### src/rtl/btn_debounce.sv
// -----------------------------------------------------------------------------
// btn_debounce
//   Debounces N_BTN raw pushbutton pins. Each pin is polarity-corrected,
//   synchronised into the clk domain, then sampled on a shared slow tick.
//   A change is accepted only after STABLE_CNT consecutive ticks disagree
//   with the current debounced level. Once a press is accepted, a per-button
//   counter measures how long it is held and raises a single long-press event.
//
// Ports
//   clk          system clock
//   rst          synchronous, active-high reset
//   btn_raw      asynchronous button pins (N_BTN)
//   btn_level    debounced level, 1 = pressed
//   btn_press    1-cycle pulse on accepted 0->1
//   btn_release  1-cycle pulse on accepted 1->0
//   btn_long     1-cycle pulse once a press has been held LONG_CNT ticks
// -----------------------------------------------------------------------------
module btn_debounce #(
    parameter int N_BTN      = 4,
    parameter int TICK_DIV   = 250_000,
    parameter int STABLE_CNT = 4,
    parameter int LONG_CNT   = 100,
    parameter bit ACTIVE_LOW = 1'b0
) (
    input  logic             clk,
    input  logic             rst,
    input  logic [N_BTN-1:0] btn_raw,
    output logic [N_BTN-1:0] btn_level,
    output logic [N_BTN-1:0] btn_press,
    output logic [N_BTN-1:0] btn_release,
    output logic [N_BTN-1:0] btn_long
);

    localparam int TW = $clog2(TICK_DIV);
    localparam int CW = $clog2(STABLE_CNT + 1);
    localparam int LW = $clog2(LONG_CNT + 1);

    localparam logic [TW-1:0] TICK_LAST   = TW'(TICK_DIV - 1);
    localparam logic [CW-1:0] STABLE_LAST = CW'(STABLE_CNT - 1);
    localparam logic [LW-1:0] LONG_MAX    = LW'(LONG_CNT);
    localparam logic [LW-1:0] LONG_LAST   = LW'(LONG_CNT - 1);

    logic [N_BTN-1:0] pin_s;
    logic [N_BTN-1:0] sync1_r;
    logic [N_BTN-1:0] sync2_r;
    logic [TW-1:0]    tick_cnt_r;
    logic             tick_s;

    logic [N_BTN-1:0] level_r;
    logic [N_BTN-1:0] press_r;
    logic [N_BTN-1:0] release_r;
    logic [N_BTN-1:0] long_r;
    logic [CW-1:0]    cnt_r  [N_BTN];
    logic [LW-1:0]    lc_r   [N_BTN];

    logic [N_BTN-1:0] level_nxt_s;
    logic [N_BTN-1:0] press_nxt_s;
    logic [N_BTN-1:0] release_nxt_s;
    logic [N_BTN-1:0] long_nxt_s;
    logic [CW-1:0]    cnt_nxt_s [N_BTN];
    logic [LW-1:0]    lc_nxt_s  [N_BTN];

    // Polarity correction so everything downstream sees 1 = pressed
    always_comb begin
        if (ACTIVE_LOW) begin
            pin_s = ~btn_raw;
        end else begin
            pin_s = btn_raw;
        end
    end

    // Two-flop synchroniser; reset value is "not pressed"
    always_ff @(posedge clk) begin
        if (rst) begin
            sync1_r <= '0;
            sync2_r <= '0;
        end else begin
            sync1_r <= pin_s;
            sync2_r <= sync1_r;
        end
    end

    assign tick_s = (tick_cnt_r == TICK_LAST);

    // Shared sample-tick divider, 0..TICK_DIV-1
    always_ff @(posedge clk) begin
        if (rst) begin
            tick_cnt_r <= '0;
        end else if (tick_s) begin
            tick_cnt_r <= '0;
        end else begin
            tick_cnt_r <= tick_cnt_r + TW'(1);
        end
    end

    // Per-button stability and long-press next-state logic
    always_comb begin
        level_nxt_s   = level_r;
        press_nxt_s   = '0;
        release_nxt_s = '0;
        long_nxt_s    = '0;
        for (int i = 0; i < N_BTN; i++) begin
            cnt_nxt_s[i] = cnt_r[i];
            lc_nxt_s[i]  = lc_r[i];

            if (tick_s) begin
                if (sync2_r[i] == level_r[i]) begin
                    cnt_nxt_s[i] = '0;
                end else if (cnt_r[i] == STABLE_LAST) begin
                    cnt_nxt_s[i]     = '0;
                    level_nxt_s[i]   = sync2_r[i];
                    press_nxt_s[i]   = sync2_r[i];
                    release_nxt_s[i] = ~sync2_r[i];
                end else begin
                    cnt_nxt_s[i] = cnt_r[i] + CW'(1);
                end
            end else begin
                cnt_nxt_s[i] = cnt_r[i];
            end

            // Hold time only accumulates while the press is stable; a tick that
            // accepts a release ends the press instead of counting toward long.
            if (!level_r[i] || press_nxt_s[i]) begin
                lc_nxt_s[i] = '0;
            end else if (tick_s && !release_nxt_s[i] && (lc_r[i] != LONG_MAX)) begin
                lc_nxt_s[i]   = lc_r[i] + LW'(1);
                long_nxt_s[i] = (lc_r[i] == LONG_LAST);
            end else begin
                lc_nxt_s[i] = lc_r[i];
            end
        end
    end

    // Registered level, pulses and per-button counters
    always_ff @(posedge clk) begin
        if (rst) begin
            level_r   <= '0;
            press_r   <= '0;
            release_r <= '0;
            long_r    <= '0;
            for (int i = 0; i < N_BTN; i++) begin
                cnt_r[i] <= '0;
                lc_r[i]  <= '0;
            end
        end else begin
            level_r   <= level_nxt_s;
            press_r   <= press_nxt_s;
            release_r <= release_nxt_s;
            long_r    <= long_nxt_s;
            for (int i = 0; i < N_BTN; i++) begin
                cnt_r[i] <= cnt_nxt_s[i];
                lc_r[i]  <= lc_nxt_s[i];
            end
        end
    end

    assign btn_level   = level_r;
    assign btn_press   = press_r;
    assign btn_release = release_r;
    assign btn_long    = long_r;

endmodule
### config.mk
export PLATFORM = sky130hd
export DESIGN_NAME = btn_debounce
export DESIGN_NICKNAME = d
export VERILOG_FILES = /design/src/rtl/btn_debounce.sv
export SDC_FILE = /design/constraint.sdc
export NUM_CORES = 1
export LEC_CHECK = 0
export ABC_AREA = 1
export CAP_MARGIN = 20
export CORE_MARGIN = 2
export CORE_UTILIZATION = 52
export DETAILED_ROUTE_END_ITERATION = 16
export GPL_ROUTABILITY_DRIVEN = 1
export PLACE_DENSITY = 0.79
export SLEW_MARGIN = 20
export SYNTH_ARGS = -nofsm -noshare
export SYNTH_HDL_FRONTEND = slang
export SYNTH_SLANG_ARGS = --single-unit
### constraint.sdc
create_clock -name clk -period 2.1 [get_ports clk]
set_input_delay 0.42 -clock clk [delete_from_list [all_inputs] [get_ports clk]]
set_output_delay 0.42 -clock clk [all_outputs]
set_load 0.01 [all_outputs]
# [Word-level counts from Yosys, hierarchy flattened]
# Memory sizes are Yosys's and may differ from the RTL's.
# Cells that the tools add are included.
[classes] mux=55 addsub=9 reduce_logical=29 bitwise_logic=20 n_eq_ne=17
[op_table] op="$mux 7" count=12
[op_table] op="$mux 3" count=16
[op_table] op="$add 7x1->7 const B" count=4
[op_table] op="$eq 7x7->1 const B" count=4
[op_table] op="$ne 7x7->1 const B" count=4
[op_table] op="$mux 1" count=27
[op_table] op="$add 18x1->18 const B" count=1
[op_table] op="$eq 18x18->1 const B" count=1
[op_table] op="$add 3x1->3 const B" count=4
[op_table] op="$eq 3x2->1 const B" count=4
[op_table] op="$not 1->1" count=12
[op_table] op="$reduce_and 3->1" count=4
[op_table] op="$reduce_or 3->1" count=4
[op_table] op="$logic_and 1x1->1" count=8
[op_table] op="$logic_not 1->1" count=8
[op_table] op="$or 1x1->1" count=8
[op_table] op="$eq 1x1->1" count=4
[op_table] op="$logic_or 1x1->1" count=4
[op_table] op="$reduce_or 2->1" count=1
[totals] mem_count=2 wordCells=145 input_bits=6 ram_bits=40 output_inout_bits=16 ff_bits=42
[memory_table] memory="lc_r" words=4 width=7 read_ports=4 rd_ports_with_merged_regs=0 write_ports=4 line_no="54" text="logic [LW-1:0] lc_r [N_BTN];"
[memory_table] memory="cnt_r" words=4 width=3 read_ports=4 rd_ports_with_merged_regs=0 write_ports=4 line_no="53" text="logic [CW-1:0] cnt_r [N_BTN];"

# [Depth between registers and ports, before layout]
[logic_depth] ltp_word=10 mapped_depth=11 mapped_depth_nobuf=11

# [Worst setup path after synthesis]
# No wires, ideal clock.
[synth_timing] kind="flip-flop to flip-flop" start="register tick_cnt_r[0]" end="memory lc_r[3][5] (netlist bit)" stages_incl_launch_ff=10 period_less_slack_ps=1550 required_time_ps=1987 arrival_ps=1437 setup_time_ps=113 path_buffers=1 slack_ps=550 path_cell_list="dfxtp_1 -> ha_1 -> nand2_2 -> nor2_4 -> nand3_1 -> nor2_4 -> buf_6 -> nand3_1 -> nor2_1 -> nor2_1"
[synth_lines] item="start, declared" line_no="46" text="logic [TW-1:0] tick_cnt_r;"
[synth_lines] item="start signal, assigned" line_no="92" text="tick_cnt_r <= tick_cnt_r + TW'(1);"
[synth_lines] item="end, declared" line_no="54"

==> flow_summary.ini <==
[yosys]
synth-main-ff-cell = dfxtp_1
synthCells = 574
async_flop_share_pct = 0
syn-num-nets = 593
ys_ff_latch = 82
syn_area_um2 = 4041
synth_area_leader_cell = dfxtp_1
synth_top_cells_by_area = dfxtp_1, nand2_1, nor2_1
ys_types = 32
synth_top_area_share_pct = 40.62
avgSynthCellArea_um2 = 7.041
seq_area_frac_synth_pct = 40.62
synth_edf_count = 0
synth_warnings = 0

[clock_network]
h-tree-depth = 3
clock_latency_ns = 0.36
cts.sinks = 82
cts_buffers = 9
post-cts-setup-buffers = 0
post_cts_resized = 0
cts.clk_slew.worst_paths_ns = 0.08
clockBufferDepth = 2
cts_hold_buf = 0
clockRootBuffer = clkbuf_8
cts_tree = done

[sta]
finalSetupViolations = 0
fin_crit_ns = 1.833
slew_headroom_pct = 73.06
hold_violations = 0
fin_setup_tns_ns = 0
fmaxAchievable_mhz = 545.7
rsz0062_at_grt = false
worstMarginPinSlew_ns = 0.4010
finClkSkew_ns = 0.01677
holdWs_ns = 0.3964
final-max-slew-violation-count = 0
fin_crit_sh_pct = 87.27

[global_route]
grt_pass1_wl_mm = 14.46
grtUsageTotal_pct = 20.68
grt_max_degree = 20
grt_pass1_vias = 3404
antenna_found_initial = 0
grt_remaining_overflow = 0

[setup_path]
endpoint_kind = flop
required_ns = 2.34
worstSetupStartpointType = flop
cp_data_arrival_time_ns = 2.08
criticalPathCategory = flop to flop
crit_fanout = 12

[route]
wirelength_mm = 8.133
final_antenna_net_count = 0
vias = 3600
drc = 0
drt_first_pass_iters = 4
viasPerCell = 5.099
routedWlPerCell_um = 11.52
dr.first_iter.drc_count = 201

[outcome]
status = complete, no violations

[cells_and_area]
drive_gt1_share_pct = 7.285
mostFrequentLayoutCell = nand2_1
final_cell_mix = nand2_1, nor2_1, dfxtp_1
syn2layout_area_growth_pct = 12.88
antennaDiodeCount = 0
nNetsFinal = 618
final.fill_count = 707

[floorplan]
core_area_um2 = 7647
num_io_pins = 22
initial_utilization_pct = 52.85
die_area_um2 = 8493
die_w_um = 92.16
die_height_um = 92.16
rows = 32

[place]
dp_hpwl_mm = 5.939
gp_congestion = 0.8234
io_buffer_count = 21

[power_and_ir_drop]
irDropWorstVdd_mv = 0.5547
p_leak_nw = 1.726
power_per_cell_area_nw_per_um2 = 605.7

[hold_path]
hold_path_class = flop to flop

[run]
drv_cap = 0
## per-layer routing
layer  vias up  part of all wire (%)  global-route usage, %
met1      1618                    47                  25.94
met5         -                     0                      0
met3         9                   4.8                  5.423
li1       1886                     -                      -
met2        87                    47                  35.11
met4         0                   1.0                  5.846
## registers in the layout, indices dropped and copies added (netlist names)
name / count
btn_level: 4
btn_long: 4
btn_press: 4
btn_release: 4
cnt_r: 12
lc_r: 28
sync1_r: 4
sync2_r: 4
tick_cnt_r: 18
## worst paths after layout
check	startpoint	to	slack, ns	cells after the start
worst max-delay path	tick_cnt_r[0]$_SDFF_PP0_	lc_r[1][0]$_SDFFE_PP0P_	0.27	9
worst min-delay path	sync1_r[3]$_SDFF_PP0_	sync2_r[3]$_SDFF_PP0_	0.40	2
worst min register to register	sync1_r[3]$_SDFF_PP0_	sync2_r[3]$_SDFF_PP0_	0.40	2
worst max register to register	tick_cnt_r[0]$_SDFF_PP0_	lc_r[1][0]$_SDFFE_PP0P_	0.27	9
## final cells by class
| class | count | area, um^2 | share of cell area, % |
|---|---|---|---|
| Multi-Input combinational cell | 400 | 2017 | 44.21 |
| Timing Repair Buffer | 28 | 287.8 | 6.308 |
| Sequential cell | 82 | 1642 | 35.98 |
| Clock inverter | 6 | 67.56 | 1.481 |
| Tap cell | 102 | 127.6 | 2.798 |
| Clock buffer | 10 | 127.6 | 2.798 |
| Inverter | 78 | 292.8 | 6.418 |
## Yosys cell counts, types with 3 or more instances
cell	instances
inv_2	4
nor3_2	4
xor2_1	10
dfxtp_1	82
buf_6	4
nand2_2	4
nand3_1	57
nand4_1	31
a21oi_1	16
xnor2_1	4
nand2_1	112
inv_1	73
o21ai_1	3
buf_2	3
o21ai_0	10
clkbuf_1	6
nor2_1	102
nor2_4	5
nor3_1	16
ha_1	13
## where the power goes
part	switching, mW	internal, mW	total (mW)
clock network	0.584	0.552	1.14
registers	0.00936	1.57	1.57
logic	0.0296	0.0234	0.0530
## worst max-delay path: stages (launching register included)
cell and delay, ns:
dfxtp_1 0.44, ha_1 0.22, nand2_2 0.08, nor2_4 0.17, nand3_1 0.14, nor2_4 0.21
buf_12 0.17, nand3_1 0.11, nor2_1 0.12, nor2_1 0.05
## through the flow
stage	power (mW)	setup slack, ns	utilization, %	area, um^2	cells
after floorplan	1.639	0.5497	-	4041	574
after global placement	1.663	0.1890	57.10	4367	690
after detailed placement	1.665	0.1306	57.10	4367	690
after CTS	2.784	0.2583	59.65	4562	706
after global routing	2.856	0.07112	59.65	4562	706
final	2.763	0.2674	59.65	4562	706
## cell families after synthesis
logic type / count (synthesis) / share of synthesized area, %
buffers and inverters: 92 / 9.473
adder cells (fa/ha/maj): 13 / 4.025
flip-flops: 82 / 40.62
AO/OA/AOI/OAI: 32 / 4.118
XOR/XNOR: 14 / 3.034
multiplexers: 1 / 0.2477
AND/OR/NAND/NOR: 340 / 38.48
No activity file was read; power rests on OpenSTA's default activity.
